File: config.mk
export PLATFORM = sky130hd
export DESIGN_NAME = response_capture
export DESIGN_NICKNAME = d
export VERILOG_FILES = /design/src/rtl/response_capture.sv
export SDC_FILE = /design/constraint.sdc
export NUM_CORES = 1
export LEC_CHECK = 0
export ABC_AREA = 0
export BUFFER_PORTS_ARGS = -buffer_cell sky130_fd_sc_hd__buf_4
export CAP_MARGIN = 20
export CORE_MARGIN = 2
export CORE_UTILIZATION = 55
export CTS_BUF_LIST = sky130_fd_sc_hd__clkbuf_16
export CTS_CLUSTER_SIZE = 10
export DETAILED_ROUTE_END_ITERATION = 6
export MAX_ROUTING_LAYER = met4
export PLACE_DENSITY = 0.86
export SYNTH_ARGS = -nofsm -noshare
export SYNTH_HDL_FRONTEND = slang
export SYNTH_SLANG_ARGS = --single-unit
export TNS_END_PERCENT = 50
File: constraint.sdc
create_clock -name clk -period 6.7 [get_ports clk]
set_input_delay 0.67 -clock clk [delete_from_list [all_inputs] [get_ports clk]]
set_output_delay 0.67 -clock clk [all_outputs]
set_load 0.03 [all_outputs]
File: src/rtl/response_capture.sv
// response_capture
//   Watches a DUT output bus and records every value change, together with a
//   cycle timestamp, into a small show-ahead FIFO drained via valid/ready.
//
//   Ports
//     clk, rst      : single clock, synchronous active-high reset
//     en            : capture enable; timestamp and change history hold when low
//     y_in          : observed bus
//     out_valid     : FIFO head entry available
//     out_ready     : consumer accepts head entry
//     out_data      : captured value at FIFO head (zero while empty)
//     out_ts        : timestamp of FIFO head entry (zero while empty)
//     count         : FIFO occupancy, 0..DEPTH
//     overflow      : sticky, set when a change was dropped on a full FIFO
//     change_cnt    : saturating count of all detected changes
module response_capture #(
   parameter int unsigned DATA_W = 32,
   parameter int unsigned DEPTH  = 8,
   parameter int unsigned TS_W   = 16
) (
   input  logic                    clk,
   input  logic                    rst,
   input  logic                    en,
   input  logic [DATA_W-1:0]       y_in,
   output logic                    out_valid,
   input  logic                    out_ready,
   output logic [DATA_W-1:0]       out_data,
   output logic [TS_W-1:0]         out_ts,
   output logic [$clog2(DEPTH):0]  count,
   output logic                    overflow,
   output logic [15:0]             change_cnt
);

   localparam int unsigned AW       = $clog2(DEPTH);
   localparam logic [AW:0] FULL_CNT = (AW+1)'(DEPTH);

   logic [DATA_W-1:0] data_mem_q [DEPTH];
   logic [TS_W-1:0]   ts_mem_q   [DEPTH];

   logic [TS_W-1:0]   ts_q,      ts_d;
   logic [DATA_W-1:0] prev_q;
   logic              first_q;
   logic [AW-1:0]     wr_q,      wr_d;
   logic [AW-1:0]     rd_q,      rd_d;
   logic [AW:0]       cnt_q,     cnt_d;
   logic              ovf_q;
   logic [15:0]       chg_cnt_q, chg_cnt_d;

   logic full, pop, chg, push;

   always_comb begin
      full = (cnt_q == FULL_CNT);
      pop  = (cnt_q != '0) && out_ready;
      chg  = en && (first_q || (y_in != prev_q));
      // A pop in the same cycle frees the slot, so a full FIFO still accepts.
      push = chg && (!full || pop);

      cnt_d = cnt_q;
      if (push && !pop) begin
         cnt_d = cnt_q + 1'b1;
      end else if (pop && !push) begin
         cnt_d = cnt_q - 1'b1;
      end

      wr_d      = push ? wr_q + 1'b1 : wr_q;
      rd_d      = pop  ? rd_q + 1'b1 : rd_q;
      ts_d      = en   ? ts_q + 1'b1 : ts_q;
      chg_cnt_d = (chg && (chg_cnt_q != '1)) ? chg_cnt_q + 1'b1 : chg_cnt_q;
   end

   // Storage is not reset; occupancy alone decides what is valid.
   always_ff @(posedge clk) begin
      if (push) begin
         data_mem_q[wr_q] <= y_in;
         ts_mem_q[wr_q]   <= ts_q;
      end
   end

   always_ff @(posedge clk) begin
      if (rst) begin
         ts_q      <= '0;
         prev_q    <= '0;
         first_q   <= 1'b1;
         wr_q      <= '0;
         rd_q      <= '0;
         cnt_q     <= '0;
         ovf_q     <= 1'b0;
         chg_cnt_q <= '0;
      end else begin
         ts_q      <= ts_d;
         wr_q      <= wr_d;
         rd_q      <= rd_d;
         cnt_q     <= cnt_d;
         chg_cnt_q <= chg_cnt_d;
         if (en) begin
            prev_q  <= y_in;
            first_q <= 1'b0;
         end
         if (chg && !push) begin
            ovf_q <= 1'b1;
         end
      end
   end

   always_comb begin
      out_valid  = (cnt_q != '0);
      // Head is forced to zero while empty so reset leaves clean outputs.
      out_data   = out_valid ? data_mem_q[rd_q] : '0;
      out_ts     = out_valid ? ts_mem_q[rd_q]   : '0;
      count      = cnt_q;
      overflow   = ovf_q;
      change_cnt = chg_cnt_q;
   end

endmodule

=== Word-level counts from Yosys, hierarchy flattened ===
Memories as Yosys holds them, arrays and structs flattened. A register that Yosys moved wholly into a read port is not among the register bits.
Index checks and enable logic that the tools add are counted.

* Flip-flop bits (word level): 76
* RAM bits: 384
* Input bits: 36
* Output and inout bits: 70
* Word-level logic and storage cells: 43
* Memories: 2

{| class="wikitable"
|+ Memories
! memory !! depth !! width !! rd ports !! clocked after Yosys merged registers in !! wr ports !! line !! RTL
|-
| data_mem_q || 8 || 32 || 1 || 1 || 1 || 37 || <nowiki>logic [DATA_W-1:0] data_mem_q [DEPTH];</nowiki>
|-
| ts_mem_q || 8 || 16 || 1 || 1 || 1 || 38 || <nowiki>logic [TS_W-1:0] ts_mem_q [DEPTH];</nowiki>
|}

* $add $sub $neg: 6
* Equal/unequal tests: 3
* Mux-type cells: 10
* Reduce and logical (&&, ||, !) cells: 14

{| class="wikitable"
|+ Operator list
! cell !! count
|-
| $add 16x1->16 const B || 2
|-
| $mux 32 || 1
|-
| $ne 32x32->1 || 1
|-
| $mux 16 || 1
|-
| $ne 16x16->1 const B || 1
|-
| $mux 3 || 4
|-
| $mux 4 || 2
|-
| $logic_and 1x1->1 || 7
|-
| $add 3x1->3 const B || 2
|-
| $add 4x1->4 const B || 1
|-
| $eq 4x4->1 const B || 1
|-
| $reduce_bool 4->1 || 1
|-
| $sub 4x1->4 const B || 1
|-
| $logic_not 1->1 || 3
|-
| $logic_or 1x1->1 || 2
|-
| $mux 1 || 2
|-
| $reduce_bool 2->1 || 1
|}

=== Logic depth before layout (Yosys ltp) ===
Gate-level depths: netlist of the first run.

* Depth in word-level cells: 8
* Gate-level depth with buffers: 14
* Depth with buffers taken out: 13

=== Worst setup path before layout of the first run ===
Ideal clock, no wire load.

* Path type: input to register
* Start: input port y_in[5]
* End: memory data_mem_q[7][0], enable pin
* Library setup time: 0.590 ns
* Data arrival time: 6.302 ns
* Required time: 6.110 ns
* Path slack: -0.192 ns
* Cell stages on the path: 6
* Buffers on the path: 1
* Path through: xor2_1 > nor4_1 > nand4_1 > nor3_4 > clkbuf_2 > nor4b_1

* Longest elaborated chain between the ends: 6

{| class="wikitable"
|+ Ends and longest elaborated chain
! element !! line !! RTL
|-
| from (decl) || 24 || <nowiki>input logic [DATA_W-1:0] y_in,</nowiki>
|-
| $ne 32x32->1 || 54 || <nowiki>chg = en && (first_q || (y_in != prev_q));</nowiki>
|-
| $logic_or 1x1->1 || 54 ||
|-
| $logic_and 1x1->1 || 54 ||
|-
| $logic_and 1x1->1 || 56 || <nowiki>push = chg && (!full || pop);</nowiki>
|-
| $mux 1 || 73 || <nowiki>if (push) begin</nowiki>
|-
| $mux 1 (not written as such) || 74 || <nowiki>data_mem_q[wr_q] <= y_in;</nowiki>
|-
| to (decl) || 37 ||
|}

No other way between the ends.

=== Worst setup path in the final report of the first run ===
* Start: register prev_q[20]
* End: register cnt_q[3], in the netlist count[3]

* Longest elaborated chain between the ends: 7
* Elaborated cells on any way between the ends: 9
* Those cells by class: eq/ne: 1; mux: 1; reduce/logical: 7

{| class="wikitable"
|+ Ends and longest elaborated chain
! element !! line !! RTL
|-
| from (decl) || 41 || <nowiki>logic [DATA_W-1:0] prev_q;</nowiki>
|-
| from (signal assigned) || 96 || <nowiki>prev_q <= y_in;</nowiki>
|-
| $ne 32x32->1 * || 54 ||
|-
| $logic_or 1x1->1 * || 54 ||
|-
| $logic_and 1x1->1 * || 54 ||
|-
| $logic_and 1x1->1 * || 56 ||
|-
| named net push || 49 || <nowiki>logic full, pop, chg, push;</nowiki>
|-
| $logic_not 1->1 || 61 || <nowiki>end else if (pop && !push) begin</nowiki>
|-
| $logic_and 1x1->1 || 61 ||
|-
| $reduce_bool 2->1 (no line) || - ||
|-
| to (signal assigned) || 93 || <nowiki>cnt_q <= cnt_d;</nowiki>
|-
| to (decl) || 45 || <nowiki>logic [AW:0] cnt_q, cnt_d;</nowiki>
|}

Mark *: on every way through the listed nets, which the timed path passes. The rest lies on a longest branch.
A chain may end at the register's enable or synchronous reset.

==> impl_metrics.json, run 1 <==
{
  "critical_path_class": "reg -> reg",
  "die_h_um": 186.1,
  "synth_simple_gate_area_share_pct": 6.007,
  "gp_congestion": 0.8405,
  "dr.pass1.iters": 5,
  "end_kind": "flop",
  "nNetsFinal": 1177,
  "rrSetupSlack_ns": 2.65,
  "holdCritPathClass": "in -> reg",
  "synth-edff-count": 384,
  "initial_core_util_pct": 55.93,
  "fill_cells": 2093,
  "required_ns": 7.17,
  "synth_compound_area_share_pct": 0.6172,
  "outcome": "finished, final reports clean",
  "power.leakage_nw": 7.280,
  "grt_max_degree": 91,
  "synth_area_sq_um": 18240,
  "route.vias.total": 9551,
  "hold_viol": 0,
  "startpoint": "prev_q[20]$_SDFFE_PP0P_",
  "skew_ns": 0.01375,
  "post_cts_resized": 0,
  "drtIter0Drc": 936,
  "ys_types": 41,
  "die_x_um": 186.1,
  "slew_headroom_pct": 28.29,
  "drive_above_1_share_pct": 25.23,
  "drc": 0,
  "ios": 106,
  "postCtsSetupBuffers": 0,
  "ys_seq_elements": 463,
  "setup_viol": 0,
  "crit_end": "count[3]$_SDFFE_PP0P_",
  "numCtsBuffers": 52,
  "dieArea_sq_um": 34650,
  "io_buffers": 105,
  "worstMarginPinSlew_ns": 1.072,
  "clkTransAtPathRegs_ns": 0.06,
  "area_delta_synth_final_pct": 15.83,
  "avgRoutedWirePerCell_um": 23.15,
  "num_rows": 66,
  "r2r-end": "count[3]$_SDFFE_PP0P_",
  "report.final.slew_viol_count": 0,
  "max-clock-path-buffers": 3,
  "stdcell_count": 1621,
  "hpwl_um": 20210,
  "drtAntennaViolNets": 0,
  "htreeDepth": 2,
  "placedCellCount": 1519,
  "antenna_found_initial": 2,
  "worstSetupStartpointType": "flop",
  "place_ws_ns": 2.231,
  "cts_root_buf": "clkbuf_16",
  "gr-total-overflow": 0,
  "ys_warn_count": 0,
  "max_freq_mhz": 247.1,
  "grt_pass1_vias": 10000,
  "finalWirelength_um": 37520,
  "rr_worst_depth": 13,
  "clk_latency_ns": 0.56,
  "vdd_ir_drop_max_v": 0.0002196,
  "crit_fanout": 27,
  "fin_crit_ns": 4.046,
  "synthMuxAreaShare_pct": 17.14,
  "track_usage_pct": 22.99,
  "yosysSeqAreaShare_pct": 71.87,
  "synthArstFlopShare_pct": 0,
  "cts_sinks": 463,
  "reg2reg_from": "prev_q[20]$_SDFFE_PP0P_",
  "viasPerCell": 5.892,
  "finalWorstSetupSlack_ns": 2.654,
  "syn_inst": 1012,
  "grt_pass1_wl_um": 57570,
  "cts_hold_buffers": 0,
  "syn_nets": 1056,
  "period_share_pct": 60.39,
  "avgSynthCellArea_sq_um": 18.03,
  "power_density_nw_per_um2": 372.7,
  "synthAdderAreaFrac_pct": 0.5898,
  "ys.flop_type": "edfxtp_1",
  "maxCapViolCount": 0,
  "core_area_sq_um": 32620,
  "rsz0062_at_grt": "no",
  "final_util_pct": 64.79,
  "synthXorXnorAreaFrac_pct": 2.496,
  "synth_top_family_by_area": "multiplexers",
  "cp.arrival_ns": 4.52,
  "cts_tree": "built"
}
-- power by group --
group | switching [W] | leakage [nW] | total [W] | internal (W)
sequential | 0.000139 | 4.14 | 0.00339 | 0.00325
clock | 0.00105 | 0.896 | 0.00250 | 0.00145
combinational | 0.00111 | 2.25 | 0.00199 | 0.000877
total | 0.00230 | 7.28 | 0.00788 | 0.00558
-- cell usage in the layout (no fill, tap or decap), types with 7 or more instances in the layout --
cell type and count:
nand4_1 9, nand3_1 12, mux2i_1 84, ha_1 7, inv_1 45, nand2_1 16, xnor2_1 8, mux2_2 10
edfxtp_1 384, clkbuf_16 53, nor2b_1 11, a21oi_1 11, or3_1 7, buf_4 116, nor4_1 10, nor2_1 117
dfxtp_1 76, mux4_2 96, xor2_1 44
-- worst min path at each step --
stage | cells past startpoint | end | start
2_1_floorplan | 1 | first_q$_SDFFE_PP1P_ | first_q$_SDFFE_PP1P_
3_3_place_gp | 1 | first_q$_SDFFE_PP1P_ | first_q$_SDFFE_PP1P_
3_5_place_dp | 2 | overflow$_SDFFE_PP0P_ | overflow$_SDFFE_PP0P_
4_1_cts | 1 | data_mem_q[6][22]$_DFFE_PP_ | y_in[22]
5_1_grt | 1 | data_mem_q[2][15]$_DFFE_PP_ | y_in[15]
6_report | 1 | data_mem_q[5][22]$_DFFE_PP_ | y_in[22]
-- registers in the layout, indices dropped and copies added, names as in the netlist, named ones only --
signal and cells:
ts_q 16, overflow 1, prev_q 32, data_mem_q 256
rd_q 3, wr_q 3, count 4, ts_mem_q 128
first_q 1, change_cnt 16
-- critical path: stages (launching register included) --
cell     delay, ns
dfxtp_1       0.33
xor2_1        0.18
nor4_1        0.49
nand4_1       0.23
nor3_4        0.90
nor2_2        0.25
ha_1          0.32
inv_1         0.11
ha_1          0.24
a21o_1        0.18
a21oi_1       0.18
xnor2_1       0.09
or3_1         0.30
a21oi_1       0.14
-- Yosys cell counts, drive strengths merged (9+ instances only) --
master / n / area [sq um]
mux2: 11 / 123.9
mux2i: 84 / 840.8
clkbuf: 37 / 141.4
nand3: 13 / 70.07
nor2: 118 / 445.4
dfxtp: 79 / 1582
edfxtp: 384 / 11530
a21oi: 11 / 55.05
xor2: 44 / 385.4
nand2: 16 / 60.06
nand4: 9 / 56.30
nor2b: 11 / 68.82
buf: 15 / 77.57
nor4: 12 / 75.07
mux4: 96 / 2162
-- per-stage QoR --
step           hold WS [ns]  setup TNS (ns)  instance area (sq um)  total power, W
5_1_grt              0.3596               0                  21130        0.008194
4_1_cts              0.3482               0                  21090        0.007927
3_5_place_dp         0.4573               0                  19560        0.005427
3_3_place_gp         0.4427               0                  19550        0.005388
6_report             0.3679               0                  21130        0.007877
2_1_floorplan        0.4312         -0.1120                  18260        0.004786
-- layer usage --
metal  vias to the layer above  routed length [um]  track usage (%)
li1                       4217                   -                -
met1                      4911               15550            30.23
met2                       361               18420            36.65
met3                        62                2589            4.673
met4                         0                 959            7.181
met5                         -                   0                -
-- kinds of logic after synthesis --
family | after synthesis
DFF | 463
and+or+nand+nor | 222
muxes | 191
buffers and inverters | 56
xor gates and xnor gates | 52
AOI/OAI and AO/OA | 20
adders and majority gates | 8
-- cell type report --
cell class,instances,area [sq um],share of cell area (%)
Clock inverter,45,205.2,0.9710
Multi-Input combinational cell,493,4984,23.58
Clock buffer,53,1326,6.276
Timing Repair Buffer,119,920.9,4.358
Sequential cell,463,13120,62.10
Inverter,4,15.01,0.07105
Tap cell,442,553.0,2.617
Antenna cell,2,5.005,0.02368
No activity file was read; power rests on OpenSTA's default activity.
==> run 2, diff against run 1 <==
==> constraint.sdc (replaced) <==
create_clock -name clk -period 3.5 [get_ports clk]
set_input_delay 0.35 -clock clk [delete_from_list [all_inputs] [get_ports clk]]
set_output_delay 0.35 -clock clk [all_outputs]
set_load 0.03 [all_outputs]
==> run 2 against run 1 <==
Effect of this change:
- cell area increased by 0.43%
- wire length up 2.2%
- sequential power rose by 91%
- combinational power rose by 94%
- largest cell class unchanged
- critical path type unchanged
- total power up 90%
==> impl_metrics.json, run 2 (synthesis gave the netlist of run 1 again) <==
{
  "outcome": "finished, final reports clean",
  "post_cts_resized": 0,
  "power.leakage_nw": 7.329,
  "vdd_ir_drop_max_v": 0.0004499,
  "dr.pass1.iters": 5,
  "core_area_sq_um": 32620,
  "dieArea_sq_um": 34650,
  "clkTransAtPathRegs_ns": 0.06,
  "gp_congestion": 0.8262,
  "avgRoutedWirePerCell_um": 23.51,
  "maxCapViolCount": 0,
  "stdcell_count": 1631,
  "top_register": "data_mem_q",
  "rsz0062_at_grt": "no",
  "clk_latency_ns": 0.56,
  "max_freq_mhz": 318.6,
  "mostFrequentLayoutCells": "384 x edfxtp_1, 121 x buf_4, 117 x nor2_1",
  "gr-total-overflow": 0,
  "finalWorstSetupSlack_ns": 0.3614,
  "nNetsFinal": 1186,
  "max-clock-path-buffers": 3,
  "crit_fanout": 8,
  "postCtsSetupBuffers": 0,
  "finalWirelength_um": 38350,
  "design_area_sq_um": 21220,
  "holdCritPathClass": "in -> reg",
  "io_buffers": 105,
  "cts_hold_buffers": 0,
  "cts_root_buf": "clkbuf_16",
  "end_kind": "flop",
  "slew_headroom_pct": 33.86,
  "track_usage_pct": 23.38,
  "viasPerCell": 5.901,
  "period_share_pct": 89.67,
  "final_common_cell": "edfxtp_1",
  "route.vias.total": 9625,
  "ios": 106,
  "drtIter0Drc": 959,
  "hold_viol": 0,
  "setup_viol": 0,
  "htreeDepth": 2,
  "final_util_pct": 65.06,
  "rrSetupSlack_ns": 0.36,
  "numCtsBuffers": 52,
  "required_ns": 3.96,
  "area_delta_synth_final_pct": 16.32,
  "power_density_nw_per_um2": 705.8,
  "cp_slowest_cell": "nor4_1",
  "placed_area_sq_um": 19720,
  "die_h_um": 186.1,
  "worstSetupStartpointType": "flop",
  "die_x_um": 186.1,
  "drtAntennaViolNets": 0,
  "grt_max_degree": 91,
  "hpwl_um": 21510,
  "initial_core_util_pct": 55.93,
  "grt_pass1_wl_um": 58220,
  "num_rows": 66,
  "setup_tns_ns": 0,
  "cp.arrival_ns": 3.60,
  "largest_reg_flops": 256,
  "fin_crit_ns": 3.139,
  "antenna_found_initial": 2,
  "skew_ns": 0.02212,
  "critical_path_class": "reg -> reg",
  "drive_above_1_share_pct": 25.74,
  "max_stage_delay_ns": 0.44,
  "path_delay_family": "simple AND/OR/NAND/NOR gates",
  "grt_pass1_vias": 9992,
  "crit_buf_inv": 1,
  "worstPathCellList": "xor2_1 > nor4_1 > nand4_1 > nor3_4 > nor2_2 > ha_1 > inv_1 > ha_1 > a21o_1 > a21oi_1 > xnor2_1 > or3_1 > a21oi_1",
  "place_ws_ns": 0.1567,
  "placedCellCount": 1530,
  "drc": 0,
  "cts_sinks": 463,
  "report.final.slew_viol_count": 0,
  "cts_tree": "built",
  "worstMarginPinSlew_ns": 0.9847,
  "reg.largest.list": "data_mem_q x256, ts_mem_q x128, prev_q x32"
}
==> run 2: cell count changes in the layout (fill, tap and decap cells not counted), moves of 2 or more <==
cell and change:
and4b_4 -2, buf_6 -2, buf_4 +5, diode_2 +2
buf_12 +7, and4b_2 +2
==> run 2: layout make-up <==
type	count	area (sq um)
inverter	4	15.01
multi-input combinational	493	4984
fill	2085	11400
antenna	4	10.01
tap	442	553.0
timing repair buffer	128	1049
sequential	463	13120
clock inverter	45	187.7
clock buffer	52	1301
==> run 2: worst paths after layout <==
path,depth (start not counted),start,endpoint
max,13,prev_q[13]$_SDFFE_PP0P_,count[3]$_SDFFE_PP0P_
min,1,y_in[23],data_mem_q[6][23]$_DFFE_PP_
max reg2reg,13,prev_q[13]$_SDFFE_PP0P_,count[3]$_SDFFE_PP0P_
min reg2reg,2,overflow$_SDFFE_PP0P_,overflow$_SDFFE_PP0P_
==> run 2: per-layer routing <==
layer  vias to the layer above  routed length, um  GRT usage (%)  part of all wire (%)
met4                         0                984          7.874                   2.6
met3                        76               2999          4.673                   7.8
met2                       411              19000          37.19                    50
li1                       4235                  -              -                     -
met1                      4903              15370          30.64                    40
met5                         -                  0              -                     0
==> run 2: metrics by stage <==
stage / power, W / hold slack (ns)
CTS: 0.01510 / 0.03690
global placement: 0.01036 / 0.4368
global route: 0.01554 / 0.04834
detailed placement: 0.01045 / 0.4486
floorplan: 0.009160 / 0.4312
finish: 0.01498 / 0.05498
==> run 2: where the power goes <==
group | total [W] | internal [W] | leakage, nW | switching, W
Combinational | 0.00386 | 0.00170 | 2.31 | 0.00216
Clock | 0.00466 | 0.00267 | 0.880 | 0.00199
Sequential | 0.00646 | 0.00622 | 4.14 | 0.000244
